--- src/rtl/spiflash_rd_pkg.sv ---
// -----------------------------------------------------------------------------
// spiflash_rd_pkg
// Shared definitions for the SPI flash read controller:
//   - state_e   : controller state encoding (IDLE/CMD/ADDR/DATA/GAP)
//   - CMD_READ  : standard SPI "read data" opcode
//   - CMD_BITS / ADDR_END / DATA_END : bit-index boundaries within one
//     64-bit transaction (8 command bits, 24 address bits, 32 data bits)
//   - drives_io0() : true in the states where the controller owns io0
// -----------------------------------------------------------------------------
package spiflash_rd_pkg;

  typedef enum logic [2:0] {
    ST_IDLE = 3'd0,
    ST_CMD  = 3'd1,
    ST_ADDR = 3'd2,
    ST_DATA = 3'd3,
    ST_GAP  = 3'd4
  } state_e;

  localparam logic [7:0] CMD_READ = 8'h03;

  // Bit boundaries, counted from the first SCK period of a transaction.
  localparam int unsigned CMD_BITS = 8;   // bits 0..7   : opcode
  localparam int unsigned ADDR_END = 32;  // bits 8..31  : address
  localparam int unsigned DATA_END = 64;  // bits 32..63 : read data

  // io0 is only driven while the opcode and address are going out.
  function automatic logic drives_io0(input logic [2:0] st);
    return (st == ST_CMD) || (st == ST_ADDR);
  endfunction

endpackage : spiflash_rd_pkg

--- src/rtl/spiflash_rd_sckgen.sv ---
// -----------------------------------------------------------------------------
// spiflash_rd_sckgen
// SPI mode-0 clock generator. Each SCK half-period lasts CLK_DIV core_clk
// cycles, starting with the low half. While flash_csb is high the divider is
// held cleared and SCK is parked low, so every transaction starts with a full
// low half-period.
//
// Ports:
//   core_clk   in   core clock (rising edge)
//   core_rstn  in   asynchronous active-low reset
//   flash_csb  in   chip select; divider runs only while it is low
//   sck        out  SPI clock (registered)
//   rise_stb   out  high for the single core_clk cycle whose rising edge
//                   takes sck from 0 to 1
//   fall_stb   out  high for the single core_clk cycle whose rising edge
//                   takes sck from 1 to 0
// -----------------------------------------------------------------------------
module spiflash_rd_sckgen #(
  parameter int unsigned CLK_DIV = 2
) (
  input  logic core_clk,
  input  logic core_rstn,
  input  logic flash_csb,
  output logic sck,
  output logic rise_stb,
  output logic fall_stb
);

  logic [7:0] div_cnt_reg;
  logic [7:0] div_cnt_next;
  logic       sck_reg;
  logic       sck_next;
  logic       run;
  logic       half_done;

  assign run       = !flash_csb;
  assign half_done = run && (div_cnt_reg == 8'(CLK_DIV - 1));

  always_comb begin
    div_cnt_next = div_cnt_reg;
    sck_next     = sck_reg;
    if (!run) begin
      div_cnt_next = '0;
      sck_next     = 1'b0;
    end else if (half_done) begin
      div_cnt_next = '0;
      sck_next     = !sck_reg;
    end else begin
      div_cnt_next = div_cnt_reg + 8'd1;
    end
  end

  always_ff @(posedge core_clk or negedge core_rstn) begin
    if (!core_rstn) begin
      div_cnt_reg <= '0;
      sck_reg     <= 1'b0;
    end else begin
      div_cnt_reg <= div_cnt_next;
      sck_reg     <= sck_next;
    end
  end

  // Strobes announce the edge that the register is about to take.
  assign rise_stb = half_done && !sck_reg;
  assign fall_stb = half_done &&  sck_reg;
  assign sck      = sck_reg;

endmodule : spiflash_rd_sckgen

--- src/rtl/spiflash_rd_ctrl.sv ---
// -----------------------------------------------------------------------------
// spiflash_rd_ctrl
// Single-word SPI flash read controller. Each accepted request issues opcode
// 0x03 plus a 24-bit address on io0 (MSB first), then clocks in 32 bits on
// io1 and returns them as a little-endian word (first received byte in
// rsp_data[7:0]). One transaction is exactly 64 SCK periods, i.e.
// 128*CLK_DIV core cycles of flash_csb low, followed by CSB_GAP cycles in GAP
// before the controller is ready again.
//
// Ports:
//   core_clk       in   core clock (rising edge)
//   core_rstn      in   asynchronous active-low reset
//   req_valid      in   read request strobe
//   req_ready      out  high only in IDLE (low while reset is asserted)
//   req_addr[23:0] in   flash byte address, captured on accept
//   rsp_valid      out  one-cycle pulse, coincident with flash_csb rising
//   rsp_data[31:0] out  assembled word, held until the next rsp_valid
//   flash_csb      out  chip select, active low
//   flash_clk      out  SPI clock, mode 0
//   flash_io0_do   out  MOSI
//   flash_io0_oeb  out  io0 output enable, active low
//   flash_io1_di   in   MISO
// -----------------------------------------------------------------------------
module spiflash_rd_ctrl
  import spiflash_rd_pkg::*;
#(
  parameter int unsigned CLK_DIV = 2,
  parameter int unsigned CSB_GAP = 2
) (
  input  logic        core_clk,
  input  logic        core_rstn,
  input  logic        req_valid,
  output logic        req_ready,
  input  logic [23:0] req_addr,
  output logic        rsp_valid,
  output logic [31:0] rsp_data,
  output logic        flash_csb,
  output logic        flash_clk,
  output logic        flash_io0_do,
  output logic        flash_io0_oeb,
  input  logic        flash_io1_di
);

  localparam logic [2:0] IDLE = ST_IDLE;
  localparam logic [2:0] CMD  = ST_CMD;
  localparam logic [2:0] ADDR = ST_ADDR;
  localparam logic [2:0] DATA = ST_DATA;
  localparam logic [2:0] GAP  = ST_GAP;

  localparam logic [5:0] CMD_LAST  = 6'(CMD_BITS - 1);
  localparam logic [5:0] ADDR_LAST = 6'(ADDR_END - 1);
  localparam logic [5:0] DATA_LAST = 6'(DATA_END - 1);

  logic [2:0]  state_reg,    state_next;
  logic [5:0]  bit_cnt_reg,  bit_cnt_next;
  logic [3:0]  gap_cnt_reg,  gap_cnt_next;
  logic [31:0] tx_sr_reg,    tx_sr_next;
  logic [31:0] rx_sr_reg,    rx_sr_next;
  logic [31:0] rsp_data_reg, rsp_data_next;
  logic        rsp_valid_reg, rsp_valid_next;
  logic        csb_reg,      csb_next;
  logic        ready_reg,    ready_next;

  logic        sck_rise;
  logic        sck_fall;
  logic        accept;
  logic [31:0] rx_le;

  // ---------------------------------------------------------------------------
  // SCK generation; idle whenever chip select is deasserted.
  // ---------------------------------------------------------------------------
  spiflash_rd_sckgen #(
    .CLK_DIV (CLK_DIV)
  ) u_sckgen (
    .core_clk  (core_clk),
    .core_rstn (core_rstn),
    .flash_csb (csb_reg),
    .sck       (flash_clk),
    .rise_stb  (sck_rise),
    .fall_stb  (sck_fall)
  );

  // ---------------------------------------------------------------------------
  // Byte reordering: bytes arrive MSB-first into rx_sr_reg, so the first
  // received byte ends up in rx_sr_reg[31:24]; it belongs in rsp_data[7:0].
  // ---------------------------------------------------------------------------
  for (genvar gi = 0; gi < 4; gi++) begin : g_byte_swap
    assign rx_le[8*gi +: 8] = rx_sr_reg[31 - 8*gi -: 8];
  end

  // ready_reg is only ever set when the next state is IDLE.
  assign accept = req_valid && ready_reg;

  // ---------------------------------------------------------------------------
  // Next-state logic
  // ---------------------------------------------------------------------------
  always_comb begin
    state_next     = state_reg;
    bit_cnt_next   = bit_cnt_reg;
    gap_cnt_next   = gap_cnt_reg;
    tx_sr_next     = tx_sr_reg;
    rx_sr_next     = rx_sr_reg;
    rsp_data_next  = rsp_data_reg;
    rsp_valid_next = 1'b0;
    csb_next       = csb_reg;

    case (state_reg)
      IDLE: begin
        if (accept) begin
          state_next   = CMD;
          csb_next     = 1'b0;
          bit_cnt_next = '0;
          // First opcode bit is presented together with chip select, giving
          // it a full low half-period of setup before the first rising edge.
          tx_sr_next   = {CMD_READ, req_addr};
        end
      end

      CMD, ADDR, DATA: begin
        if (sck_rise && (state_reg == DATA)) begin
          rx_sr_next = {rx_sr_reg[30:0], flash_io1_di};
        end
        if (sck_fall) begin
          // io0 only changes on the falling edge; zeros are shifted in, so
          // io0 rests at 0 once the address has gone out.
          tx_sr_next   = {tx_sr_reg[30:0], 1'b0};
          bit_cnt_next = bit_cnt_reg + 6'd1;
          if (bit_cnt_reg == CMD_LAST) begin
            state_next = ADDR;
          end
          if (bit_cnt_reg == ADDR_LAST) begin
            state_next = DATA;
          end
          if (bit_cnt_reg == DATA_LAST) begin
            state_next     = GAP;
            csb_next       = 1'b1;
            rsp_valid_next = 1'b1;
            rsp_data_next  = rx_le;
            gap_cnt_next   = 4'(CSB_GAP - 1);
          end
        end
      end

      GAP: begin
        if (gap_cnt_reg == 4'd0) begin
          state_next = IDLE;
        end else begin
          gap_cnt_next = gap_cnt_reg - 4'd1;
        end
      end

      default: begin
        state_next = IDLE;
        csb_next   = 1'b1;
      end
    endcase

    // Registered so that ready stays low during reset and rises on the
    // first edge after release.
    ready_next = (state_next == IDLE);
  end

  // ---------------------------------------------------------------------------
  // State registers
  // ---------------------------------------------------------------------------
  always_ff @(posedge core_clk or negedge core_rstn) begin
    if (!core_rstn) begin
      state_reg     <= IDLE;
      bit_cnt_reg   <= '0;
      gap_cnt_reg   <= '0;
      tx_sr_reg     <= '0;
      rx_sr_reg     <= '0;
      rsp_data_reg  <= '0;
      rsp_valid_reg <= 1'b0;
      csb_reg       <= 1'b1;
      ready_reg     <= 1'b0;
    end else begin
      state_reg     <= state_next;
      bit_cnt_reg   <= bit_cnt_next;
      gap_cnt_reg   <= gap_cnt_next;
      tx_sr_reg     <= tx_sr_next;
      rx_sr_reg     <= rx_sr_next;
      rsp_data_reg  <= rsp_data_next;
      rsp_valid_reg <= rsp_valid_next;
      csb_reg       <= csb_next;
      ready_reg     <= ready_next;
    end
  end

  // ---------------------------------------------------------------------------
  // Outputs
  // ---------------------------------------------------------------------------
  assign req_ready     = ready_reg;
  assign rsp_valid     = rsp_valid_reg;
  assign rsp_data      = rsp_data_reg;
  assign flash_csb     = csb_reg;
  assign flash_io0_do  = tx_sr_reg[31];
  assign flash_io0_oeb = !drives_io0(state_reg);

endmodule : spiflash_rd_ctrl

--- config.mk ---
export PLATFORM = sky130hd
export DESIGN_NAME = spiflash_rd_ctrl
export DESIGN_NICKNAME = d
export VERILOG_FILES = /design/src/rtl/spiflash_rd_pkg.sv /design/src/rtl/spiflash_rd_sckgen.sv /design/src/rtl/spiflash_rd_ctrl.sv
export SDC_FILE = /design/constraint.sdc
export NUM_CORES = 1
export LEC_CHECK = 0
export BUFFER_PORTS_ARGS = -buffer_cell sky130_fd_sc_hd__buf_2
export CAP_MARGIN = 40
export CORE_MARGIN = 2
export CORE_UTILIZATION = 30
export DETAILED_ROUTE_END_ITERATION = 7
export PLACE_DENSITY = 0.5
export REMOVE_ABC_BUFFERS = 1
export SLEW_MARGIN = 20
export SYNTH_ARGS = -nofsm -noshare
export SYNTH_HDL_FRONTEND = slang
export SYNTH_SLANG_ARGS = --single-unit
--- constraint.sdc ---
create_clock -name core_clk -period 2.95 [get_ports core_clk]
set_clock_uncertainty 0.15 [all_clocks]
set_input_delay 0.885 -clock core_clk [delete_from_list [all_inputs] [get_ports core_clk]]
set_output_delay 0.885 -clock core_clk [all_outputs]
set_load 0.005 [all_outputs]
# After elaboration in Yosys (flattened, before gate mapping)
# Index checks and enable logic that the tools add are counted.
[op_classes]
n_addsub = 3
eq_ne = 12
mux = 28
bitwise_logic = 1
n_reduce_logical = 21
[ops]
columns = ["op", "count"]
rows = [
  ["32-bit 2-to-1 mux", 2],
  ["32-bit case mux with 2 select lines", 1],
  ["3-bit 2-to-1 mux", 6],
  ["8-bit 2-to-1 mux", 2],
  ["4-bit 2-to-1 mux", 3],
  ["6-bit 2-to-1 mux", 2],
  ["6-bit case mux with 2 select lines", 1],
  ["3-bit case mux with 3 select lines", 1],
  ["8-bit by 1-bit adder with 8-bit output, second input constant", 1],
  ["8-bit by 1-bit equality test with 1-bit output, second input constant", 1],
  ["1-bit 2-to-1 mux", 8],
  ["2-bit != test, second input constant", 4],
  ["4-bit case mux with 2 select lines", 1],
  ["4-bit AND reduction", 2],
  ["6-bit by 1-bit adder with 6-bit output, second input constant", 1],
  ["3-bit by 2-bit equality test with 1-bit output, second input constant", 2],
  ["6-bit by 3-bit equality test with 1-bit output, second input constant", 1],
  ["6-bit by 5-bit equality test with 1-bit output, second input constant", 1],
  ["6-bit equality test, second input constant", 1],
  ["3-bit logical NOT", 2],
  ["3-bit AND reduction", 2],
  ["2-bit nonzero test", 3],
  ["1-bit logical AND", 5],
  ["4-bit logical NOT", 1],
  ["9 further kinds", 11],
]
[word_totals]
register_bits = 121
inputBits = 28
out_inout_bits = 38

# Depth between registers and ports, before layout
# Gate-level depths: netlist of run 1.
[depth]
word_depth = 7
mapped_depth = 8
ltp_nobuf = 6

# Modules after synthesis
# From an unflattened synthesis of run 1, not the netlist that was laid out.
[unflattened]
cells_unflattened = 391
hier_area_um2 = 5046.1
[by_module_without_submodules]
columns = ["mod", "n_inst", "cells_per_inst", "area_each_um2", "seq_area_each_um2"]
rows = [
  ["spiflash_rd_ctrl", 1, 343, 4590.7, 2803.9],
  ["spiflash_rd_sckgen", 1, 48, 455.4, 225.2],
]

# Least setup slack after synthesis of run 1
# No wires, ideal clock.
[synth_path]
path_kind = "register -> register"
from = "reg u_sckgen.div_cnt_reg[1]"
to = "reg rsp_data_reg[24], in the netlist rsp_data[24]"
setup_ps = 128
arrival_ps = 2313
required_ps = 2672
slack_ps = 360
stages_incl_launch_ff = 9
path_buffers = 2
path_cell_list = "dfrtp_1 -> inv_1 -> ha_1 -> or4b_1 -> nor4_4 -> and3_1 -> buf_4 -> buf_4 -> mux2_1"
[synth_via]
elab_chain_cells = 4
[synth_rtl]
columns = ["item", "line_no", "text"]
rows = [
  ["start, declared", "spiflash_rd_sckgen.sv:29", "logic [7:0] div_cnt_reg;"],
  ["start signal, assigned", "spiflash_rd_sckgen.sv:58", "div_cnt_reg <= div_cnt_next;"],
  ["8-bit by 1-bit equality test with 1-bit output", "spiflash_rd_sckgen.sv:37", "assign half_done = run && (div_cnt_reg == 8'(CLK_DIV - 1));"],
  ["1-bit logical AND", "spiflash_rd_sckgen.sv:37", ""],
  ["1-bit logical AND", "spiflash_rd_sckgen.sv:65", "assign fall_stb = half_done && sck_reg;"],
  ["3-bit AND reduction (no source line)", "--", ""],
  ["end signal, assigned", "spiflash_rd_ctrl.sv:183", "rsp_data_reg <= rsp_data_next;"],
  ["end, declared", "spiflash_rd_ctrl.sv:59", "logic [31:0] rsp_data_reg, rsp_data_next;"],
]
# No other way between the ends.
# A chain may end at the register's enable or synchronous reset.

# Final worst setup path of run 1
[layout_path]
from = "reg u_sckgen.div_cnt_reg[1]"
to = "reg tx_sr_reg[22]"
[layout_via]
elab_chain_cells = 5
[layout_rtl]
columns = ["item", "line_no", "text"]
rows = [
  ["8-bit by 1-bit equality test with 1-bit output", "spiflash_rd_sckgen.sv:37", ""],
  ["1-bit logical AND", "spiflash_rd_sckgen.sv:37", ""],
  ["1-bit logical AND", "spiflash_rd_sckgen.sv:65", ""],
  ["2-bit != test (no source line)", "--", ""],
  ["3-bit AND reduction (no source line)", "--", ""],
  ["end signal, assigned", "spiflash_rd_ctrl.sv:181", "tx_sr_reg <= tx_sr_next;"],
  ["end, declared", "spiflash_rd_ctrl.sv:57", "logic [31:0] tx_sr_reg, tx_sr_next;"],
]
# No other way between the ends.

==> run_results.csv, run 1 <==
group,metric,value,unit
global_routing,grt_util_met3,0.04730,
worst_setup_path,path_cells,"inv_1 -> ha_1 -> or4b_1 -> nor4_4 -> buf_4 -> or2_2 -> a21oi_1",
worst_setup_path,r2r_end,"tx_sr_reg[22]",
worst_setup_path,path_delay_family,"simple AND/OR/NAND/NOR gates",
global_routing,met2_usage,0.1746,
power,ir_drop,0.0004200,V
detailed_routing,num_vias,3208,
floorplanning,dieHeight,134.5,um
worst_setup_path,endpoint_kind,"register",
detailed_routing,dr.pass1.iters,4,
timing,slew_headroom,0.6280,
global_routing,grt_usage,0.1159,
clock_tree,tritoncts,"built",
floorplanning,pin_count,66,
floorplanning,num_rows,47,
final_layout,antennaDiodeCount,0,
detailed_routing,via_per_inst,4.622,
global_routing,grt_max_degree,40,
timing,fmax,382.7,MHz
floorplanning,start_util,0.3079,
run_status,status,"completed",
global_routing,grt.overflow.total,0,
clock_tree,clockRootBuffer,"clkbuf_16",
timing,finalCritPeriodShare,0.8858,
worst_setup_path,start_kind,"register",
timing,timing.final.max_slew_violations,0,
final_layout,syn_to_final_growth,24.65,%
synth,synth_area_per_cell,13.09,sq um
clock_tree,ctsLongestPathBuffers,2,
timing,final_hold_viol_count,0,
synth,synthAdderAreaFrac,0.01225,
floorplanning,dieArea,18080,sq um
synth,synth-xor-area-share,0.02058,
detailed_routing,route.detailed.drc,0,
synth,synthMuxAreaShare,0.1965,
clock_tree,cts.clk_slew.worst_paths,60,ps
synth,post_synth_num_cell_types,45,
worst_setup_path,max_stage_delay,500,ps
clock_tree,post_cts_buffers,0,
job,maxCapViolations,0,
clock_tree,cts_hold_buf,0,
synth,synthesis.area,5106,sq um
floorplanning,core_area,16580,sq um
timing,rsz0062_at_grt,"no",
detailed_routing,drt_iter0_drc,76,
worst_setup_path,crit_required,3060,ps
synth,ys_ff_latch,121,
synth,synth_top_family_by_area,"multiplexers",
final_layout,fin_area,6365,sq um
final_layout,drive_gt1_frac,0.3249,
clock_tree,cts_buffers,17,
worst_setup_path,r2r_slack,340,ps
worst_setup_path,cp.arrival,2720,ps
placed_design,place_area,5748,sq um
global_routing,grt_pass1_vias,3329,
clock_tree,cts_sinks,121,
synth,synth-simple-area-share,0.09311,
clock_tree,cts_max_level,4,
timing,finalSetupViolCount,0,
synth,synthTopCellsByArea,"dfrtp_1, mux2_2, mux2_1",
synth,synthFlopType,"dfrtp_1",
synth,synthTopCellsByCount,"dfrtp_1, mux2_2, nor3_1",
power,p_per_area,788.3,nW/um^2
detailed_routing,postRouteAntennaNets,0,
synth,ys_async_sr_fraction,1.000,
placed_design,hpwl,6207,um
placed_design,routabilityCongestion,0.7176,
synth,synth_compound_area_frac,0.05930,
floorplanning,die_width,134.5,um
clock_tree,clk_latency,410,ps
synth,yosysWarnings,0,
global_routing,grt_first_pass_wirelength,16640,um
global_routing,grt_antenna_before_repair,0,
worst_setup_path,critPathBufInv,2,
worst_hold_path,hold_class,"in -> async",
detailed_routing,wirelength,9709,um
worst_setup_path,r2r-start,"u_sckgen.div_cnt_reg[1]",
timing,worst_slew_pin_slew,555.9,ps
worst_setup_path,crit_type,"reg -> reg",
global_routing,grt_use_met1,0.1506,
worst_setup_path,worstPathMaxFanout,25,
synth,yosysMostFrequentCell,"dfrtp_1",
synth,synth_edf_count,0,
detailed_routing,avgRoutedWirePerCell,13.99,um
synth,netlist.area_leader.share,0.5881,
synth,postSynthCellCount,390,
worst_setup_path,slowest_stage,"or4b_1",
timing,fin_crit,2613,ps
clock_tree,cts_resized,0,
timing,whs,287.6,ps
synth,yosys.area.top_type,"dfrtp_1",
placed_design,io_buffers,65,
global_routing,busiest_layer,"met2",
final_layout,fin_nets,495,
power,power.leakage,3.104,nW
worst_setup_path,r2r.worst_path.cells,7,
synth,ys_seq_area_frac,0.5932,
-- logic make-up after synthesis --
family	after synthesis
XOR/XNOR	12
multiplexers	92
buffers and inverters	26
AO/OA/AOI/OAI	47
AND/OR/NAND/NOR	87
flip-flops	121
adder cells (fa/ha/maj)	5
-- how the worst max path moves through the flow --
stage | slack, ps | endpoint | cells after the start | start
floorplan | -1450 | rsp_data[0] | 4 | state_reg[2]
global placement | 420 | tx_sr_reg[15] | 7 | u_sckgen.div_cnt_reg[1]
detailed placement | 350 | tx_sr_reg[19] | 7 | u_sckgen.div_cnt_reg[1]
CTS | 330 | tx_sr_reg[22] | 7 | u_sckgen.div_cnt_reg[1]
global route | 160 | tx_sr_reg[2] | 7 | u_sckgen.div_cnt_reg[1]
finish | 340 | tx_sr_reg[22] | 7 | u_sckgen.div_cnt_reg[1]
-- worst register-to-register path, cell delays in order, from the launching register on --
cell	delay, ps
dfrtp_1	390
inv_1	60
ha_1	140
or4b_1	500
nor4_4	280
buf_4	300
or2_2	490
a21oi_1	150
-- power breakdown --
part / switching (mW) / internal (mW) / total [mW]
clock: 0.733 / 1.43 / 2.17
sequential: 0.161 / 1.90 / 2.06
combinational: 0.423 / 0.369 / 0.792
-- per-stage QoR --
step / cells / setup WS [ps] / setup TNS (ps) / utilization / total power [mW]
2_1_floorplan: 368 / -1453 / -99390 / - / 2.640
3_3_place_gp: 663 / 421.7 / 0 / 0.3466 / 2.862
3_5_place_dp: 663 / 351.5 / 0 / 0.3466 / 2.885
4_1_cts: 694 / 329.0 / 0 / 0.3838 / 5.089
5_1_grt: 694 / 161.8 / 0 / 0.3838 / 5.278
6_report: 694 / 336.9 / 0 / 0.3838 / 5.017
-- cell usage in the layout (no fill, tap or decap), types with 2 or more instances in the layout --
| cell | synthesis | routed |
|---|---|---|
| xor2_1 | 6 | 6 |
| nor4_4 | 1 | 2 |
| a31o_2 | 2 | 2 |
| clkinv_2 | 0 | 2 |
| ha_1 | 5 | 5 |
| a22o_1 | 10 | 10 |
| inv_1 | 4 | 4 |
| buf_4 | 2 | 7 |
| buf_2 | 6 | 64 |
| xnor2_1 | 6 | 6 |
| nand2_1 | 8 | 8 |
| or3_1 | 2 | 2 |
| nor3_1 | 30 | 29 |
| buf_12 | 0 | 4 |
| clkinvlp_4 | 0 | 3 |
| clkbuf_16 | 0 | 17 |
| mux2i_1 | 26 | 26 |
| a21oi_1 | 25 | 25 |
| mux2_1 | 27 | 27 |
| nor2_1 | 17 | 17 |
| or2_2 | 2 | 2 |
| dfrtp_1 | 120 | 120 |
| inv_6 | 0 | 2 |
| nand2b_1 | 5 | 5 |
| nand3_1 | 4 | 4 |
| mux2_2 | 39 | 39 |
| nor2b_1 | 2 | 2 |
| clkbuf_1 | 11 | 2 |
| bufinv_16 | 0 | 4 |
| o21ai_0 | 2 | 2 |
| nand4_1 | 3 | 3 |
| and3_1 | 5 | 4 |
-- metal layers --
metal / wire length (um) / part of all wire
met5: 0 / 0
met1: 4618 / 0.48
met4: 96 / 0.0099
met3: 596 / 0.061
met2: 4398 / 0.45
-- cell type report --
type,count,area [sq um]
flip-flops and latches,121,3029
well taps,220,275.3
multi-input cells,243,1976
clock inverters,11,170.2
clock buffers,20,446.7
repair buffers,75,452.9
fillers,1640,10220
inverters,4,15.01
No activity file was read; power rests on OpenSTA's default activity.
==> inputs of run 2 (changes only) <==
--- a/config.mk
+++ b/config.mk
@@ -8,9 +8,9 @@
 export BUFFER_PORTS_ARGS = -buffer_cell sky130_fd_sc_hd__buf_2
 export CAP_MARGIN = 40
 export CORE_MARGIN = 2
-export CORE_UTILIZATION = 30
+export CORE_UTILIZATION = 45
 export DETAILED_ROUTE_END_ITERATION = 7
-export PLACE_DENSITY = 0.5
+export PLACE_DENSITY = 0.68
 export REMOVE_ABC_BUFFERS = 1
 export SLEW_MARGIN = 20
 export SYNTH_ARGS = -nofsm -noshare
==> run_results.csv, run 2 (synthesis results as in run 1) <==
group,metric,value,unit
global_routing,grt_first_pass_wirelength,16140,um
power,p_sw_frac,0.2693,
placed_design,hpwl,5842,um
timing,slew_headroom,0.6491,
clock_tree,cts_max_level,4,
worst_setup_path,worstPathMaxFanout,45,
global_routing,grt.overflow.total,0,
final_layout,syn_to_final_growth,22.08,%
timing,rsz0062_at_grt,"no",
clock_tree,tritoncts,"built",
global_routing,grt_max_degree,46,
power,p_clk_frac,0.424,
floorplanning,core_area,10940,sq um
timing,timing.final.max_slew_violations,0,
power,power.switching,1.333,mW
timing,fin_crit,2692,ps
final_layout,layout_commonest_cell,"dfrtp_1",
global_routing,grt_usage,0.1631,
placed_design,place_area,5624,sq um
power,p_per_area,794.2,nW/um^2
worst_setup_path,cp.arrival,2830,ps
placed_design,routabilityCongestion,0.7184,
detailed_routing,route.detailed.drc,0,
worst_hold_path,hold_class,"in -> async",
worst_setup_path,crit_required,3090,ps
worst_setup_path,start_kind,"register",
placed_design,io_buffers,65,
final_layout,fin_nets,492,
floorplanning,start_util,0.4669,
floorplanning,dieArea,12210,sq um
timing,final_hold_viol_count,0,
detailed_routing,dr.pass1.iters,4,
clock_tree,cts_buffers,17,
final_layout,fin_area,6233,sq um
clock_tree,clockRootBuffer,"clkbuf_16",
final_layout,mostFrequentLayoutCells,"dfrtp_1, buf_2, mux2_2, nor3_1, mux2_1",
floorplanning,die_width,110.5,um
detailed_routing,drt_iter0_drc,163,
clock_tree,clk_latency,410,ps
detailed_routing,avgRoutedWirePerCell,15.22,um
power,ir_drop,0.0004658,V
clock_tree,cts_sinks,121,
power,p_seq_frac,0.415,
final_layout,antennaDiodeCount,0,
detailed_routing,via_per_inst,5.309,
run_status,status,"completed",
timing,fmax,371.5,MHz
power,power.leakage,3.076,nW
clock_tree,cts.clk_slew.worst_paths,60,ps
detailed_routing,num_vias,3244,
global_routing,grt_antenna_before_repair,0,
power,pwr-share-comb,0.160,
final_layout,drive_gt1_frac,0.3227,
floorplanning,dieHeight,110.5,um
detailed_routing,wirelength,9302,um
global_routing,grt_pass1_vias,3340,
clock_tree,ctsLongestPathBuffers,2,
timing,finalSetupViolCount,0,
job,maxCapViolations,0,
detailed_routing,postRouteAntennaNets,0,
clock_tree,post_cts_buffers,0,
worst_setup_path,crit_type,"reg -> reg",
timing,finalCritPeriodShare,0.9124,
power,internal-power,3.618,mW
floorplanning,num_rows,38,
timing,worst_slew_pin_slew,524.4,ps
timing,whs,290.7,ps
worst_setup_path,endpoint_kind,"register",
floorplanning,pin_count,66,
worst_setup_path,r2r.worst_path.cells,7,
run 2: path summary, 6_finish.rpt:
check	startpoint	end	slack (ps)
max	u_sckgen.div_cnt_reg[1]	bit_cnt_reg[0]	260
min	core_rstn	tx_sr_reg[6]	290
max reg2reg	u_sckgen.div_cnt_reg[1]	bit_cnt_reg[0]	260
min reg2reg	rsp_data[14]	rsp_data[14]	330
max in group asynchronous	core_rstn	rsp_data[20]	1760
min in group core_clk	rsp_data[14]	rsp_data[14]	330
run 2: metal layers:
metal  up-vias  global-route usage  share of wire
li1       1537                   -              -
met1      1632              0.2065           0.46
met2        66              0.2556           0.48
met3         9             0.06092          0.053
met4         0             0.06250          0.011
met5         -                   0              0
run 2: power groups by stage:
stage	Sequential [mW]	Combinational, mW	Clock (mW)
after detailed placement	2.08	0.799	0
final	2.06	0.794	2.10
after CTS	2.06	0.808	2.15
after floorplan	2.04	0.598	0
after global placement	2.08	0.763	0
after global routing	2.08	0.898	2.23
run 2: metrics by stage:
step / util / setup slack (ps) / setup TNS [ps] / std cells / power, mW
floorplan: - / -1453 / -99390 / 368 / 2.640
global placement: 0.5143 / 273.2 / 0 / 580 / 2.839
detailed placement: 0.5143 / 180.0 / 0 / 580 / 2.882
CTS: 0.5698 / 157.8 / 0 / 611 / 5.016
global route: 0.5700 / 105.2 / 0 / 611 / 5.213
finish: 0.5700 / 258.4 / 0 / 611 / 4.951
run 2: timing repair:
item,CTS,global route
hold buffers,0,0
setup endpoints to repair,0,8
gates resized for setup,0,1
run 2: layout make-up:
type / instances / area [sq um]
fillers: 916 / 4702
flip-flops and latches: 121 / 3029
multi-input cells: 243 / 1977
clock buffers: 18 / 439.2
repair buffers: 72 / 430.4
well taps: 140 / 175.2
clock inverters: 13 / 167.7
inverters: 4 / 15.01
run 2: worst max-delay path, cell delays in order (launching register included):
cell and delay [ps]:
dfrtp_1 400, inv_1 70, ha_1 140, or4b_1 500
nor4_4 290, buf_4 450, nor2_1 250, mux2_2 320
